`src/rtl/snitch_icache_pkg.sv`:
```
// Shared types and constants for the instruction-cache miss path.
// Latency: n/a (declarations only).
// Backpressure: n/a.
package snitch_icache_pkg;

    // Geometry of one cache instance. Field names follow the lookup stage.
    typedef struct packed {
        int unsigned FETCH_AW;
        int unsigned ID_WIDTH_REQ;
        int unsigned SET_COUNT;
        int unsigned SET_ALIGN;
        int unsigned LINE_WIDTH;
        int unsigned LINE_ALIGN;
        int unsigned COUNT_ALIGN;
        int unsigned TAG_WIDTH;
    } config_t;

    // 2 sets of 16 lines of 32 bytes, 32-bit fetch addresses, 4 requesters.
    localparam config_t DEFAULT_CFG = '{
        FETCH_AW     : 32,
        ID_WIDTH_REQ : 4,
        SET_COUNT    : 2,
        SET_ALIGN    : 1,
        LINE_WIDTH   : 256,
        LINE_ALIGN   : 5,
        COUNT_ALIGN  : 4,
        TAG_WIDTH    : 23
    };

    localparam int unsigned DEFAULT_NR_PENDING = 4;
    localparam int unsigned PENDING_ID_WIDTH   = $clog2(DEFAULT_NR_PENDING);

endpackage

```
`src/rtl/snitch_icache_miss_handler_if.sv`:
```
// Bundle of every handshake channel around the miss handler.
// Latency: n/a (wires only).
// Backpressure: each channel carries its own valid/ready pair.
interface snitch_icache_miss_handler_if #(
    parameter snitch_icache_pkg::config_t CFG        = snitch_icache_pkg::DEFAULT_CFG,
    parameter int unsigned                NR_PENDING = snitch_icache_pkg::DEFAULT_NR_PENDING
) ();
    import snitch_icache_pkg::*;

    localparam int unsigned PIW = $clog2(NR_PENDING);

    logic                        flush_valid_i;
    logic                        flush_valid_o;
    logic                        flush_ready_o;

    logic [CFG.FETCH_AW-1:0]     in_addr_i;
    logic [CFG.ID_WIDTH_REQ-1:0] in_id_i;
    logic [CFG.SET_ALIGN-1:0]    in_set_i;
    logic                        in_hit_i;
    logic [CFG.LINE_WIDTH-1:0]   in_data_i;
    logic                        in_error_i;
    logic                        in_valid_i;
    logic                        in_ready_o;

    logic [CFG.LINE_WIDTH-1:0]   rsp_data_o;
    logic                        rsp_error_o;
    logic [CFG.ID_WIDTH_REQ-1:0] rsp_id_o;
    logic                        rsp_valid_o;
    logic                        rsp_ready_i;

    logic [CFG.FETCH_AW-1:0]     refill_addr_o;
    logic [PIW-1:0]              refill_id_o;
    logic                        refill_valid_o;
    logic                        refill_ready_i;

    logic [CFG.LINE_WIDTH-1:0]   refill_data_i;
    logic                        refill_error_i;
    logic [PIW-1:0]              refill_id_i;
    logic                        refill_rsp_valid_i;
    logic                        refill_rsp_ready_o;

    logic [CFG.COUNT_ALIGN-1:0]  write_addr_o;
    logic [CFG.SET_ALIGN-1:0]    write_set_o;
    logic [CFG.LINE_WIDTH-1:0]   write_data_o;
    logic [CFG.TAG_WIDTH-1:0]    write_tag_o;
    logic                        write_error_o;
    logic                        write_valid_o;
    logic                        write_ready_i;

    // Miss handler side.
    modport slave (
        input  flush_valid_i,
        output flush_valid_o, flush_ready_o,
        input  in_addr_i, in_id_i, in_set_i, in_hit_i, in_data_i, in_error_i, in_valid_i,
        output in_ready_o,
        output rsp_data_o, rsp_error_o, rsp_id_o, rsp_valid_o,
        input  rsp_ready_i,
        output refill_addr_o, refill_id_o, refill_valid_o,
        input  refill_ready_i,
        input  refill_data_i, refill_error_i, refill_id_i, refill_rsp_valid_i,
        output refill_rsp_ready_o,
        output write_addr_o, write_set_o, write_data_o, write_tag_o, write_error_o, write_valid_o,
        input  write_ready_i
    );

    // Surrounding system side (lookup, fetch, refill, line write).
    modport master (
        output flush_valid_i,
        input  flush_valid_o, flush_ready_o,
        output in_addr_i, in_id_i, in_set_i, in_hit_i, in_data_i, in_error_i, in_valid_i,
        input  in_ready_o,
        input  rsp_data_o, rsp_error_o, rsp_id_o, rsp_valid_o,
        output rsp_ready_i,
        input  refill_addr_o, refill_id_o, refill_valid_o,
        output refill_ready_i,
        output refill_data_i, refill_error_i, refill_id_i, refill_rsp_valid_i,
        input  refill_rsp_ready_o,
        input  write_addr_o, write_set_o, write_data_o, write_tag_o, write_error_o, write_valid_o,
        output write_ready_i
    );

endinterface

```
`src/rtl/snitch_icache_pending_table.sv`:
```
// Pending-miss table: line match, lowest-free allocate, id merge, free on refill completion.
// Latency: match/free lookup combinational; updates visible the cycle after the enable.
// Backpressure: none internally; caller gates merge/alloc with its own ready logic.
module snitch_icache_pending_table
    import snitch_icache_pkg::*;
#(
    parameter config_t     CFG        = DEFAULT_CFG,
    parameter int unsigned NR_PENDING = DEFAULT_NR_PENDING
) (
    input  logic                              clk_i,
    input  logic                              rst_ni,
    input  logic [CFG.FETCH_AW-1:0]           i_line_addr,
    input  logic [CFG.ID_WIDTH_REQ-1:0]       i_id,
    input  logic                              i_excl_vld,
    input  logic [$clog2(NR_PENDING)-1:0]     i_excl_idx,
    output logic                              o_match_vld,
    output logic                              o_free_vld,
    output logic [$clog2(NR_PENDING)-1:0]     o_free_idx,
    input  logic                              i_merge_en,
    input  logic                              i_alloc_en,
    input  logic                              i_free_en,
    input  logic [$clog2(NR_PENDING)-1:0]     i_free_idx,
    input  logic [$clog2(NR_PENDING)-1:0]     i_rd_idx,
    output logic                              o_rd_vld,
    output logic [CFG.FETCH_AW-1:0]           o_rd_addr,
    output logic [CFG.ID_WIDTH_REQ-1:0]       o_rd_mask,
    output logic [CFG.SET_ALIGN-1:0]          o_rd_set,
    output logic                              o_empty
);
    localparam int unsigned PIW = $clog2(NR_PENDING);
    localparam int unsigned SA  = CFG.SET_ALIGN;

    typedef struct packed {
        logic                        valid;
        logic [CFG.FETCH_AW-1:0]     addr;
        logic [CFG.ID_WIDTH_REQ-1:0] mask;
        logic [SA-1:0]               set;
    } pending_entry_t;

    pending_entry_t          r_entries [NR_PENDING];
    logic [SA-1:0]           r_set_cnt;
    logic [NR_PENDING-1:0]   w_free_mask;
    logic [NR_PENDING-1:0]   w_valid_vec;
    logic                    w_match_vld;
    logic [PIW-1:0]          w_match_idx;
    logic                    w_free_vld;
    logic [PIW-1:0]          w_free_idx;

    // First live entry holding the same line, skipping the one being refilled right now.
    always_comb begin
        w_match_vld = 1'b0;
        w_match_idx = '0;
        for (int i = 0; i < NR_PENDING; i++) begin
            if (!w_match_vld && r_entries[i].valid && (r_entries[i].addr == i_line_addr) &&
                !(i_excl_vld && (i_excl_idx == PIW'(i)))) begin
                w_match_vld = 1'b1;
                w_match_idx = PIW'(i);
            end
        end
    end

    // Lowest free slot; an entry being released this cycle already counts as free.
    always_comb begin
        w_free_vld = 1'b0;
        w_free_idx = '0;
        for (int i = 0; i < NR_PENDING; i++) begin
            w_valid_vec[i] = r_entries[i].valid;
            w_free_mask[i] = !r_entries[i].valid || (i_free_en && (i_free_idx == PIW'(i)));
        end
        for (int i = NR_PENDING - 1; i >= 0; i--) begin
            if (w_free_mask[i]) begin
                w_free_vld = 1'b1;
                w_free_idx = PIW'(i);
            end
        end
    end

    assign o_match_vld = w_match_vld;
    assign o_free_vld  = w_free_vld;
    assign o_free_idx  = w_free_idx;
    assign o_empty     = ~|w_valid_vec;
    assign o_rd_vld    = r_entries[i_rd_idx].valid;
    assign o_rd_addr   = r_entries[i_rd_idx].addr;
    assign o_rd_mask   = r_entries[i_rd_idx].mask;
    assign o_rd_set    = r_entries[i_rd_idx].set;

    // Entry updates: release first so a same-index allocation overrides it.
    always_ff @(posedge clk_i or negedge rst_ni) begin
        if (!rst_ni) begin
            for (int i = 0; i < NR_PENDING; i++) begin
                r_entries[i] <= '0;
            end
            r_set_cnt <= '0;
        end else begin
            if (i_free_en) begin
                r_entries[i_free_idx].valid <= 1'b0;
            end
            if (i_merge_en) begin
                r_entries[w_match_idx].mask <= r_entries[w_match_idx].mask | i_id;
            end
            if (i_alloc_en) begin
                r_entries[w_free_idx].valid <= 1'b1;
                r_entries[w_free_idx].addr  <= i_line_addr;
                r_entries[w_free_idx].mask  <= i_id;
                r_entries[w_free_idx].set   <= r_set_cnt;
                r_set_cnt <= (r_set_cnt == SA'(CFG.SET_COUNT - 1)) ? '0 : r_set_cnt + 1'b1;
            end
        end
    end

endmodule

```
`src/rtl/snitch_icache_miss_handler.sv`:
```
// Lookup-result sink: hits answered combinationally, misses tracked/merged, refills written back and answered.
// Latency: hit 0 cycles; refill request 1 cycle after allocation; return answered in the cycle it arrives.
// Backpressure: hits stall on rsp_ready or a competing refill response; misses stall on a full table or an unaccepted refill request.
module snitch_icache_miss_handler
    import snitch_icache_pkg::*;
#(
    parameter config_t     CFG        = DEFAULT_CFG,
    parameter int unsigned NR_PENDING = DEFAULT_NR_PENDING
) (
    input logic                         clk_i,
    input logic                         rst_ni,
    snitch_icache_miss_handler_if.slave bus
);
    localparam int unsigned PIW = $clog2(NR_PENDING);
    localparam int unsigned AW  = CFG.FETCH_AW;
    localparam int unsigned LA  = CFG.LINE_ALIGN;

    logic [AW-1:0]               w_line_addr;
    logic                        w_in_hit, w_in_miss;
    logic                        w_match_vld, w_free_vld, w_empty;
    logic [PIW-1:0]              w_free_idx;
    logic                        w_refill_busy, w_can_alloc, w_merge_en, w_alloc_en;
    logic                        w_ret_vld, w_ret_live;
    logic [AW-1:0]               w_ret_addr;
    logic [CFG.ID_WIDTH_REQ-1:0] w_ret_mask;
    logic [CFG.SET_ALIGN-1:0]    w_ret_set;
    logic                        w_ref_rsp_vld, w_wr_vld, w_rsp_fire, w_wr_fire, w_ret_done, w_free_en;
    logic                        w_unused_bits;
    logic                        r_rsp_done, r_wr_done;
    logic                        r_refill_vld;
    logic [AW-1:0]               r_refill_addr;
    logic [PIW-1:0]              r_refill_id;

    assign w_line_addr   = {bus.in_addr_i[AW-1:LA], {LA{1'b0}}};
    assign w_in_hit      = bus.in_valid_i && bus.in_hit_i;
    assign w_in_miss     = bus.in_valid_i && !bus.in_hit_i;
    assign w_refill_busy = r_refill_vld && !bus.refill_ready_i;
    assign w_can_alloc   = w_free_vld && !w_refill_busy;
    assign w_merge_en    = w_in_miss && w_match_vld;
    assign w_alloc_en    = w_in_miss && !w_match_vld && w_can_alloc;

    // Refill return fork: write-back and response complete independently.
    assign w_ret_vld     = bus.refill_rsp_valid_i;
    assign w_ref_rsp_vld = w_ret_vld && w_ret_live && !r_rsp_done;
    assign w_wr_vld      = w_ret_vld && w_ret_live && !r_wr_done;
    assign w_rsp_fire    = w_ref_rsp_vld && bus.rsp_ready_i;
    assign w_wr_fire     = w_wr_vld && bus.write_ready_i;
    assign w_ret_done    = w_ret_vld && (!w_ret_live ||
                           ((r_rsp_done || w_rsp_fire) && (r_wr_done || w_wr_fire)));
    assign w_free_en     = w_ret_done && w_ret_live;

    // The set of the lookup result and the in-line offset of the stored address play no role here.
    assign w_unused_bits = ^{bus.in_set_i, w_ret_addr[LA-1:0]};

    snitch_icache_pending_table #(
        .CFG        (CFG),
        .NR_PENDING (NR_PENDING)
    ) i_pending_table (
        .clk_i       (clk_i),
        .rst_ni      (rst_ni),
        .i_line_addr (w_line_addr),
        .i_id        (bus.in_id_i),
        .i_excl_vld  (w_ret_vld),
        .i_excl_idx  (bus.refill_id_i),
        .o_match_vld (w_match_vld),
        .o_free_vld  (w_free_vld),
        .o_free_idx  (w_free_idx),
        .i_merge_en  (w_merge_en),
        .i_alloc_en  (w_alloc_en),
        .i_free_en   (w_free_en),
        .i_free_idx  (bus.refill_id_i),
        .i_rd_idx    (bus.refill_id_i),
        .o_rd_vld    (w_ret_live),
        .o_rd_addr   (w_ret_addr),
        .o_rd_mask   (w_ret_mask),
        .o_rd_set    (w_ret_set),
        .o_empty     (w_empty)
    );

    // Input acceptance: hits need the response channel, misses need a match or a free slot.
    always_comb begin
        bus.in_ready_o = 1'b0;
        if (bus.in_hit_i) begin
            bus.in_ready_o = bus.rsp_ready_i && !w_ref_rsp_vld;
        end else begin
            bus.in_ready_o = w_match_vld || w_can_alloc;
        end
    end

    // Response mux: a refill return outranks a hit; outputs idle at zero.
    always_comb begin
        bus.rsp_valid_o = 1'b0;
        bus.rsp_data_o  = '0;
        bus.rsp_error_o = 1'b0;
        bus.rsp_id_o    = '0;
        if (w_ref_rsp_vld) begin
            bus.rsp_valid_o = 1'b1;
            bus.rsp_data_o  = bus.refill_data_i;
            bus.rsp_error_o = bus.refill_error_i;
            bus.rsp_id_o    = w_ret_mask;
        end else if (w_in_hit) begin
            bus.rsp_valid_o = 1'b1;
            bus.rsp_data_o  = bus.in_data_i;
            bus.rsp_error_o = bus.in_error_i;
            bus.rsp_id_o    = bus.in_id_i;
        end
    end

    // Line write-back toward the lookup's data/tag arrays; outputs idle at zero.
    always_comb begin
        bus.write_valid_o = 1'b0;
        bus.write_addr_o  = '0;
        bus.write_tag_o   = '0;
        bus.write_set_o   = '0;
        bus.write_data_o  = '0;
        bus.write_error_o = 1'b0;
        if (w_wr_vld) begin
            bus.write_valid_o = 1'b1;
            bus.write_addr_o  = w_ret_addr[LA +: CFG.COUNT_ALIGN];
            bus.write_tag_o   = w_ret_addr[LA + CFG.COUNT_ALIGN +: CFG.TAG_WIDTH];
            bus.write_set_o   = w_ret_set;
            bus.write_data_o  = bus.refill_data_i;
            bus.write_error_o = bus.refill_error_i;
        end
    end

    assign bus.refill_rsp_ready_o = w_ret_done;
    assign bus.refill_valid_o     = r_refill_vld;
    assign bus.refill_addr_o      = r_refill_addr;
    assign bus.refill_id_o        = r_refill_id;
    assign bus.flush_valid_o      = bus.flush_valid_i;
    assign bus.flush_ready_o      = w_empty && !r_refill_vld;

    // Per-path done flags; both clear together once the return is consumed.
    always_ff @(posedge clk_i or negedge rst_ni) begin
        if (!rst_ni) begin
            r_rsp_done <= 1'b0;
            r_wr_done  <= 1'b0;
        end else if (w_ret_done) begin
            r_rsp_done <= 1'b0;
            r_wr_done  <= 1'b0;
        end else begin
            if (w_rsp_fire) r_rsp_done <= 1'b1;
            if (w_wr_fire)  r_wr_done  <= 1'b1;
        end
    end

    // Refill request register: loaded on allocation, held until accepted.
    always_ff @(posedge clk_i or negedge rst_ni) begin
        if (!rst_ni) begin
            r_refill_vld  <= 1'b0;
            r_refill_addr <= '0;
            r_refill_id   <= '0;
        end else if (w_alloc_en) begin
            r_refill_vld  <= 1'b1;
            r_refill_addr <= w_line_addr;
            r_refill_id   <= w_free_idx;
        end else if (bus.refill_ready_i) begin
            r_refill_vld  <= 1'b0;
        end
    end

    // A return for an entry that is not pending is swallowed; flag it in simulation.
    a_return_to_live_entry: assert property (@(posedge clk_i) disable iff (!rst_ni)
        bus.refill_rsp_valid_i |-> w_ret_live);

endmodule

```
`src/flat_wrapper.sv`:
```
// flat-port wrapper written by rule: the top's interface ports become plain ports
module snitch_icache_miss_handler_flat import snitch_icache_pkg::*;
#(
    parameter config_t     CFG        = DEFAULT_CFG,
    parameter int unsigned NR_PENDING = DEFAULT_NR_PENDING
)
  (clk_i, rst_ni, bus_flush_valid_i, bus_flush_valid_o, bus_flush_ready_o, bus_in_addr_i, bus_in_id_i, bus_in_set_i, bus_in_hit_i, bus_in_data_i, bus_in_error_i, bus_in_valid_i, bus_in_ready_o, bus_rsp_data_o, bus_rsp_error_o, bus_rsp_id_o, bus_rsp_valid_o, bus_rsp_ready_i, bus_refill_addr_o, bus_refill_id_o, bus_refill_valid_o, bus_refill_ready_i, bus_refill_data_i, bus_refill_error_i, bus_refill_id_i, bus_refill_rsp_valid_i, bus_refill_rsp_ready_o, bus_write_addr_o, bus_write_set_o, bus_write_data_o, bus_write_tag_o, bus_write_error_o, bus_write_valid_o, bus_write_ready_i);
  snitch_icache_miss_handler_if #(.CFG(CFG), .NR_PENDING(NR_PENDING)) bus_i ();
  input logic clk_i;
  input logic rst_ni;
  input wire logic [$bits(bus_i.flush_valid_i)-1:0] bus_flush_valid_i;
  output wire logic [$bits(bus_i.flush_valid_o)-1:0] bus_flush_valid_o;
  output wire logic [$bits(bus_i.flush_ready_o)-1:0] bus_flush_ready_o;
  input wire logic [$bits(bus_i.in_addr_i)-1:0] bus_in_addr_i;
  input wire logic [$bits(bus_i.in_id_i)-1:0] bus_in_id_i;
  input wire logic [$bits(bus_i.in_set_i)-1:0] bus_in_set_i;
  input wire logic [$bits(bus_i.in_hit_i)-1:0] bus_in_hit_i;
  input wire logic [$bits(bus_i.in_data_i)-1:0] bus_in_data_i;
  input wire logic [$bits(bus_i.in_error_i)-1:0] bus_in_error_i;
  input wire logic [$bits(bus_i.in_valid_i)-1:0] bus_in_valid_i;
  output wire logic [$bits(bus_i.in_ready_o)-1:0] bus_in_ready_o;
  output wire logic [$bits(bus_i.rsp_data_o)-1:0] bus_rsp_data_o;
  output wire logic [$bits(bus_i.rsp_error_o)-1:0] bus_rsp_error_o;
  output wire logic [$bits(bus_i.rsp_id_o)-1:0] bus_rsp_id_o;
  output wire logic [$bits(bus_i.rsp_valid_o)-1:0] bus_rsp_valid_o;
  input wire logic [$bits(bus_i.rsp_ready_i)-1:0] bus_rsp_ready_i;
  output wire logic [$bits(bus_i.refill_addr_o)-1:0] bus_refill_addr_o;
  output wire logic [$bits(bus_i.refill_id_o)-1:0] bus_refill_id_o;
  output wire logic [$bits(bus_i.refill_valid_o)-1:0] bus_refill_valid_o;
  input wire logic [$bits(bus_i.refill_ready_i)-1:0] bus_refill_ready_i;
  input wire logic [$bits(bus_i.refill_data_i)-1:0] bus_refill_data_i;
  input wire logic [$bits(bus_i.refill_error_i)-1:0] bus_refill_error_i;
  input wire logic [$bits(bus_i.refill_id_i)-1:0] bus_refill_id_i;
  input wire logic [$bits(bus_i.refill_rsp_valid_i)-1:0] bus_refill_rsp_valid_i;
  output wire logic [$bits(bus_i.refill_rsp_ready_o)-1:0] bus_refill_rsp_ready_o;
  output wire logic [$bits(bus_i.write_addr_o)-1:0] bus_write_addr_o;
  output wire logic [$bits(bus_i.write_set_o)-1:0] bus_write_set_o;
  output wire logic [$bits(bus_i.write_data_o)-1:0] bus_write_data_o;
  output wire logic [$bits(bus_i.write_tag_o)-1:0] bus_write_tag_o;
  output wire logic [$bits(bus_i.write_error_o)-1:0] bus_write_error_o;
  output wire logic [$bits(bus_i.write_valid_o)-1:0] bus_write_valid_o;
  input wire logic [$bits(bus_i.write_ready_i)-1:0] bus_write_ready_i;
  assign bus_i.flush_valid_i = bus_flush_valid_i;
  assign bus_flush_valid_o = bus_i.flush_valid_o;
  assign bus_flush_ready_o = bus_i.flush_ready_o;
  assign bus_i.in_addr_i = bus_in_addr_i;
  assign bus_i.in_id_i = bus_in_id_i;
  assign bus_i.in_set_i = bus_in_set_i;
  assign bus_i.in_hit_i = bus_in_hit_i;
  assign bus_i.in_data_i = bus_in_data_i;
  assign bus_i.in_error_i = bus_in_error_i;
  assign bus_i.in_valid_i = bus_in_valid_i;
  assign bus_in_ready_o = bus_i.in_ready_o;
  assign bus_rsp_data_o = bus_i.rsp_data_o;
  assign bus_rsp_error_o = bus_i.rsp_error_o;
  assign bus_rsp_id_o = bus_i.rsp_id_o;
  assign bus_rsp_valid_o = bus_i.rsp_valid_o;
  assign bus_i.rsp_ready_i = bus_rsp_ready_i;
  assign bus_refill_addr_o = bus_i.refill_addr_o;
  assign bus_refill_id_o = bus_i.refill_id_o;
  assign bus_refill_valid_o = bus_i.refill_valid_o;
  assign bus_i.refill_ready_i = bus_refill_ready_i;
  assign bus_i.refill_data_i = bus_refill_data_i;
  assign bus_i.refill_error_i = bus_refill_error_i;
  assign bus_i.refill_id_i = bus_refill_id_i;
  assign bus_i.refill_rsp_valid_i = bus_refill_rsp_valid_i;
  assign bus_refill_rsp_ready_o = bus_i.refill_rsp_ready_o;
  assign bus_write_addr_o = bus_i.write_addr_o;
  assign bus_write_set_o = bus_i.write_set_o;
  assign bus_write_data_o = bus_i.write_data_o;
  assign bus_write_tag_o = bus_i.write_tag_o;
  assign bus_write_error_o = bus_i.write_error_o;
  assign bus_write_valid_o = bus_i.write_valid_o;
  assign bus_i.write_ready_i = bus_write_ready_i;
  snitch_icache_miss_handler #(.CFG(CFG), .NR_PENDING(NR_PENDING)) u_core (.clk_i(clk_i), .rst_ni(rst_ni), .bus(bus_i));
endmodule
```
`config.mk`:
```
export PLATFORM = sky130hd
export DESIGN_NAME = snitch_icache_miss_handler_flat
export DESIGN_NICKNAME = d
export VERILOG_FILES = /design/src/rtl/snitch_icache_pkg.sv /design/src/rtl/snitch_icache_miss_handler_if.sv /design/src/rtl/snitch_icache_pending_table.sv /design/src/rtl/snitch_icache_miss_handler.sv /design/src/flat_wrapper.sv
export SDC_FILE = /design/constraint.sdc
export NUM_CORES = 1
export LEC_CHECK = 0
export ABC_AREA = 1
export ABC_CLOCK_PERIOD_IN_PS = 2940
export BUFFER_PORTS_ARGS = -buffer_cell sky130_fd_sc_hd__buf_2
export CORE_AREA = 3 3 446 448
export DETAILED_ROUTE_END_ITERATION = 12
export DIE_AREA = 0 0 449 451
export SYNTH_ARGS = -nofsm -noshare
export SYNTH_HDL_FRONTEND = slang
export SYNTH_HIERARCHICAL = 1
export SYNTH_SLANG_ARGS = --single-unit
```
`constraint.sdc`:
```
create_clock -name clk_i -period 2.94 [get_ports clk_i]
set_input_delay 0 -clock clk_i [delete_from_list [all_inputs] [get_ports clk_i]]
set_output_delay 0 -clock clk_i [all_outputs]
set_load 0.02 [all_outputs]
```
==> out/results.ini, run 1 <==
[sta]
setup_slack_ns=0.0918
hold_viol=0
fmax_ghz=0.351
finalSetupViolCount=0
tightest_slew_ns=0.959
post-route-period-util_pct=96.9
min_period_ns=2.85
max-slew-margin-rel_pct=36.1
skew_ns=0.0394
drv_slew=0

[logic_synthesis]
yosysWarningCount=6
netlist_instances=2655
synth_area_per_cell_um2=6.10
netlist_area_mm2=0.0162

[route]
dr_total_vias=23700
drc=0
top_layer=met5
drt-initial-drc-count=2558
wl_per_cell_um=34.0
routed_via_density=3.68
wl_met3_um=21100
totalWireLength_um=220000
drt-met1-wl_um=70000
postRouteAntennaNets=0
drtPass1Iterations=6
wl_met2_um=111000

[clock_network]
numCtsBuffers=17
clock-sinks=185
clk_latency_ns=0.50
clkTransAtPathRegs_ns=0.07
clockBufferDepth=2
htree_levels=4
cts_tree=done
root_buffer=clkbuf_16

[outcome]
outcome=finished clean

[global_route]
grt_overflow=0
grt_max_degree=115
antenna_found_initial=134
grt_pass1_wl_um=267000
track_usage_pct=20.7
grt_pass1_vias=22100

[power_and_ir_drop]
intPower_mw=9.44
power_density_mw_per_mm2=757
leakagePower_nw=14.5
power_frac_seq_pct=22.1
p_clk_share_pct=12.0
switchingPower_mw=12.0
comb_power_share_pct=65.9
p_sw_share_pct=55.9
ir_worst_vdd_mv=0.500

[setup_path]
end_kind=primary output
cpPeakStageDelay_ns=0.47
cp_slowest_cell=nor2_1
cp_max_fo=41
cp_cell_sequence=inv_2, o21ai_1, a21oi_1, a21oi_2, nand2_1, nor2_4, inv_8, buf_12, nor2_1, buf_2
criticalPathCategory=flop to primary output
required_ns=2.94
startpoint_type=flop
crit_family=simple AND/OR/NAND/NOR gates
critPathBufInv=4
worstPathArrival_ns=2.85

[die]
dieArea_mm2=0.202
rows=162
die_w_um=449
initial_core_util_pct=8.31
die_y_um=451
core_area_mm2=0.195
io_pins=1149

[finish]
fin_area_mm2=0.0283
syn2layout_area_growth_pct=74.5
drive_above_1_share_pct=36.2
nets=4357

[place]
dpl_cell_area_mm2=0.0270
dp_hpwl_um=197000
place_congestion=1.15
pre_cts_ws_ns=0.0674
io_buffers=1135

[flow_run]
cap_viol_max_count=0

[worst_hold_path]
hold_path_class=primary input to primary output

[repair_timing]
item / CTS / global route
hold buffers: 37 / 0
buffers inserted: 0 / 7
hold endpoints to repair: 302 / 0
cloned: 0 / 1
setup endpoints to repair: 15 / 181
gates resized for setup: 2 / 23
pin swaps: 0 / 12
[per-layer routing]
metal | GRT usage [%] | vias to the layer above
met5 | 0.0237 | -
met4 | 12.7 | 26
met3 | 7.66 | 458
met2 | 37.8 | 1438
met1 | 19.7 | 11200
li1 | - | 10700
[worst paths after layout]
check	slack, ns	to	startpoint	depth (start not counted)
min in group asynchronous	0.10	u_core/i_pending_table/r_entries[146]	rst_ni	3
worst max-delay path	0.09	bus_write_data_o[36]	u_core/i_pending_table/r_entries[113]	10
worst max register to register	0.14	u_core/i_pending_table/r_entries[116]	u_core/i_pending_table/r_entries[113]	21
worst min register to register	0.47	u_core/i_pending_table/r_set_cnt	u_core/i_pending_table/r_set_cnt	1
worst min-delay path	0.0003	bus_flush_valid_o	bus_flush_valid_i	0
max in group asynchronous	1.57	u_core/i_pending_table/r_entries[70]	rst_ni	3
[layout by cell type, fill, tap and decap left out, types with 4 or more instances in the layout]
master and n:
buf_2 1002, nand2_1 466, nor2_1 395, inv_1 388, nand3_1 284, o21ai_1 270
o21ai_0 209, dfrtp_1 185, buf_12 157, a21oi_1 87, buf_4 80, dlygate4sd3_1 37
inv_2 32, conb_1 31, diode_2 29, xnor2_1 22, clkbuf_16 18, o22ai_1 17
nor2_4 15, nand3_2 12, nand4_1 10, nand2_2 8, nor2_2 8, xor2_1 8
a21oi_2 5, clkinvlp_4 4, inv_8 4, or2_2 4, nor3_1 4
[cell type report]
type                       instances  area (um^2)
antenna                           29         72.6
clock buffer                      18          429
clock inverter                    14          189
fill                           22900       167000
inverter                         428         1630
multi-input combinational       1884         8850
sequential                       185         4630
tap                             2624         3280
timing repair buffer            1279         9190
[metrics by stage]
| step | util, % | setup TNS (ns) | instances | hold WS [ns] | total power [mW] |
|---|---|---|---|---|---|
| final | 14.5 | 0 | 6461 | 0.000336 | 21.4 |
| after global routing | 14.5 | -0.161 | 6454 | 0.000306 | 22.5 |
| after CTS | 14.4 | 0 | 6424 | 0.000898 | 21.4 |
| after detailed placement | 13.9 | 0 | 6355 | -0.122 | 18.8 |
| after global placement | 13.9 | 0 | 6355 | -0.123 | 18.7 |
| after floorplan | - | 0 | 2685 | -0.296 | 11.1 |
[registers in the layout, summed over array words and instances, names as in the netlist]
name / flops
u_core/r_wr_done: 1
u_core/r_rsp_done: 1
u_core/i_pending_table/r_entries: 152
u_core/bus.refill_valid_o: 1
u_core/bus.refill_addr_o: 27
u_core/bus.refill_id_o: 2
u_core/i_pending_table/r_set_cnt: 1
[worst reg2reg max path: stages, from the launching register on]
cell     delay [ns]
dfrtp_1        0.37
inv_2          0.05
o21ai_1        0.11
a21oi_1        0.06
a21oi_2        0.20
nand3_1        0.13
nand2_2        0.10
nand2_2        0.07
nor2_4         0.17
nand3_2        0.10
nand2_2        0.11
nor2_1         0.06
nand3_1        0.07
o21a_1         0.15
nand2_2        0.08
inv_4          0.09
inv_4          0.05
nor3_4         0.29
buf_4          0.16
buf_4          0.12
a21oi_1        0.04
a21oi_1        0.14
[power groups by stage]
stage	Clock [mW]	Combinational, mW	Sequential, mW
finish	2.57	14.1	4.74
CTS	2.61	14.1	4.70
floorplan	0	6.43	4.69
global route	2.70	15.0	4.87
global placement	0	14.0	4.73
detailed placement	0	14.0	4.73
Power figures use the tool's default switching activity.
==> inputs of run 2 (changes only) <==
--- a/config.mk
+++ b/config.mk
@@ -5,12 +5,12 @@
 export SDC_FILE = /design/constraint.sdc
 export NUM_CORES = 1
 export LEC_CHECK = 0
-export ABC_AREA = 1
 export ABC_CLOCK_PERIOD_IN_PS = 2940
 export BUFFER_PORTS_ARGS = -buffer_cell sky130_fd_sc_hd__buf_2
-export CORE_AREA = 3 3 446 448
+export CORE_AREA = 3 3 444 446
+export CTS_CLUSTER_DIAMETER = 50
 export DETAILED_ROUTE_END_ITERATION = 12
-export DIE_AREA = 0 0 449 451
+export DIE_AREA = 0 0 447 449
 export SYNTH_ARGS = -nofsm -noshare
 export SYNTH_HDL_FRONTEND = slang
 export SYNTH_HIERARCHICAL = 1
==> run 2 against run 1 <==
Effect of this change: the run now ends with setup timing left; sequential power grew 4%; critical endpoint is now u_core/i_pending_table/r_entries[73]; worst hold slack is essentially flat; final cell count fell by 6.5%; combinational power is 18% higher; global-route usage decreased by 0.55 points.
==> out/results.ini, run 2 <==
[outcome]
outcome=finished with violations
violations=setup timing

[sta]
setup_slack_ns=-0.281  ; -0.373 ns
rsz0062_at_grt=true
tightest_slew_ns=0.690  ; -0.269 ns
drv_slew=0  ; unchanged
finalSetupViolCount=175  ; +175
skew_ns=0.0168  ; -0.0226 ns
post-route-period-util_pct=110  ; +13 points
max-slew-margin-rel_pct=54.0  ; +18 points
min_period_ns=3.22  ; +0.373 ns
fmax_ghz=0.310  ; -12%
hold_viol=0  ; unchanged

[clock_network]
clk_latency_ns=0.48  ; -0.02 ns
htree_levels=4  ; unchanged
numCtsBuffers=17  ; unchanged
root_buffer=clkbuf_16
clockBufferDepth=2  ; unchanged
clock-sinks=185  ; unchanged
clkTransAtPathRegs_ns=0.08  ; about the same
cts_tree=done

[finish]
syn2layout_area_growth_pct=89.0
drive_above_1_share_pct=51.9  ; +16 points
largest_reg_flops=152  ; unchanged
final_cell_mix=buf_2, nand2_1, and2_1, buf_4, o21ai_1
layout_commonest_cell=buf_2
fin_area_mm2=0.0304  ; +7.7%
largest-register=u_core/i_pending_table/r_entries
nets=4031  ; -7.5%

[power_and_ir_drop]
power_frac_seq_pct=20.5  ; -1.6 points
switchingPower_mw=12.3  ; +3.2%
finalPower_mw=24.0  ; +12%
leakagePower_nw=14.5  ; +0.12%
intPower_mw=11.6  ; +23%
p_sw_share_pct=51.5  ; -4.4 points
power_density_mw_per_mm2=788  ; +4.1%
p_clk_share_pct=9.8  ; -2.2 points
comb_power_share_pct=69.7  ; +3.8 points
ir_worst_vdd_mv=0.477  ; -4.5%

[logic_synthesis]
netlist_area_mm2=0.0161  ; -0.58%
netlist_instances=2113  ; -20%
yosysWarningCount=6  ; unchanged
synth_area_per_cell_um2=7.63  ; +25%

[setup_path]
cpPeakStageDelay_ns=0.56  ; +0.09 ns
cp_max_fo=7  ; -83%
cp_common_cell=or4_4
required_ns=3.29  ; +0.35 ns
end_kind=flop
criticalPathCategory=flop to flop
cp_cell_sequence=xor2_2, or2_1, or4_4, or4_4, nand4_1, nor3b_2, nand3_2, inv_4, nand2_2, or2_4, buf_12, mux2_4
startpoint_type=flop
cp_slowest_cell=or4_4
worstPathArrival_ns=3.57  ; +0.72 ns

[place]
dpl_cell_area_mm2=0.0274  ; +1.3%
place_congestion=1.04  ; -9.9%
dp_hpwl_um=187000  ; -5.0%
io_buffers=1135  ; unchanged

[route]
drtPass1Iterations=6  ; unchanged
drt-initial-drc-count=2427  ; -5.1%
drc=0  ; unchanged
totalWireLength_um=216000  ; -2.0%
postRouteAntennaNets=0  ; unchanged
routed_via_density=3.75  ; +1.9%
wl_per_cell_um=35.7  ; +4.9%
dr_total_vias=22600  ; -4.7%

[die]
die_y_um=449  ; -0.44%
core_area_mm2=0.193  ; -1.0%
io_pins=1149  ; unchanged
rows=161  ; -0.62%
die_w_um=447  ; -0.45%
initial_core_util_pct=8.35  ; +0.038 points
dieArea_mm2=0.201  ; -0.89%

[flow_run]
cap_viol_max_count=0  ; unchanged

[global_route]
grt_pass1_vias=21500  ; -3.0%
grt_max_degree=78  ; -32%
track_usage_pct=20.2  ; -0.55 points
grt_overflow=0  ; unchanged
antenna_found_initial=144  ; +7.5%
grt_pass1_wl_um=258000  ; -3.4%

[worst_hold_path]
hold_path_class=primary input to primary output

-- run 2: path summary, 6_finish.rpt --
path,from,end,cells after the start,slack [ns]
max,u_core/i_pending_table/r_entries[110],u_core/i_pending_table/r_entries[73],12,-0.28
min,bus_flush_valid_i,bus_flush_valid_o,0,0.0001
max reg2reg,u_core/i_pending_table/r_entries[110],u_core/i_pending_table/r_entries[73],12,-0.28
min reg2reg,u_core/i_pending_table/r_entries[0],u_core/i_pending_table/r_entries[0],2,0.49
max in group asynchronous,rst_ni,u_core/i_pending_table/r_entries[131],3,1.98
min in group asynchronous,rst_ni,u_core/bus.refill_addr_o[17],2,0.09
-- run 2: critical path, delay by kind of cell (launching register included) --
kind,cells,cell delay (ns)
xor gates and xnor gates,1,0.16
DFF,1,0.42
buffers and inverters,2,0.25
muxes,1,0.31
and+or+nand+nor,8,1.94
-- run 2: area by class of cell --
cell class	count	area, um^2
fill	22000	163000
multi-input combinational	1725	11300
timing repair buffer	1519	10600
sequential	185	4630
tap	2526	3160
clock buffer	19	453
clock inverter	13	130
inverter	21	81.3
antenna	30	75.1
-- run 2: through the flow --
stage / setup TNS [ns] / hold slack [ns] / util [%] / std cells / setup WS (ns)
global placement: -26.47 / 0.000274 / 14.2 / 5876 / -0.298
CTS: -15.63 / 0.000274 / 15.2 / 5977 / -0.218
floorplan: -34.48 / -0.296 / - / 2122 / -0.408
detailed placement: -32.42 / 0.000274 / 14.2 / 5876 / -0.353
global route: -36.34 / 0.000146 / 15.8 / 6024 / -0.325
finish: -25.54 / 0.000147 / 15.8 / 6038 / -0.281
-- run 2: what timing repair did --
item,4_1_cts,5_1_grt
gates cloned,9,16
gates resized for setup,145,168
setup buffers,35,23
pin swaps,29,25
hold buffers,30,0
endpoints found under the hold margin,145,0
endpoints found under the setup margin,209,236
-- run 2: per-layer routing --
layer	vias up	share of wire, %	global-route usage (%)
met1	11100	37	22.2
met4	20	5.7	7.91
met2	1308	52	38.0
met3	406	5.7	3.30
met5	-	0.075	0.144
li1	9749	-	-
-- run 2: power groups by stage --
stage               registers (mW)  logic (mW)  clock network (mW)
floorplan                     4.75        6.84                   0
global placement              4.78        15.0                   0
detailed placement            4.82        15.1                   0
CTS                           4.82        15.9                2.39
global route                  5.05        17.5                2.50
finish                        4.91        16.7                2.36
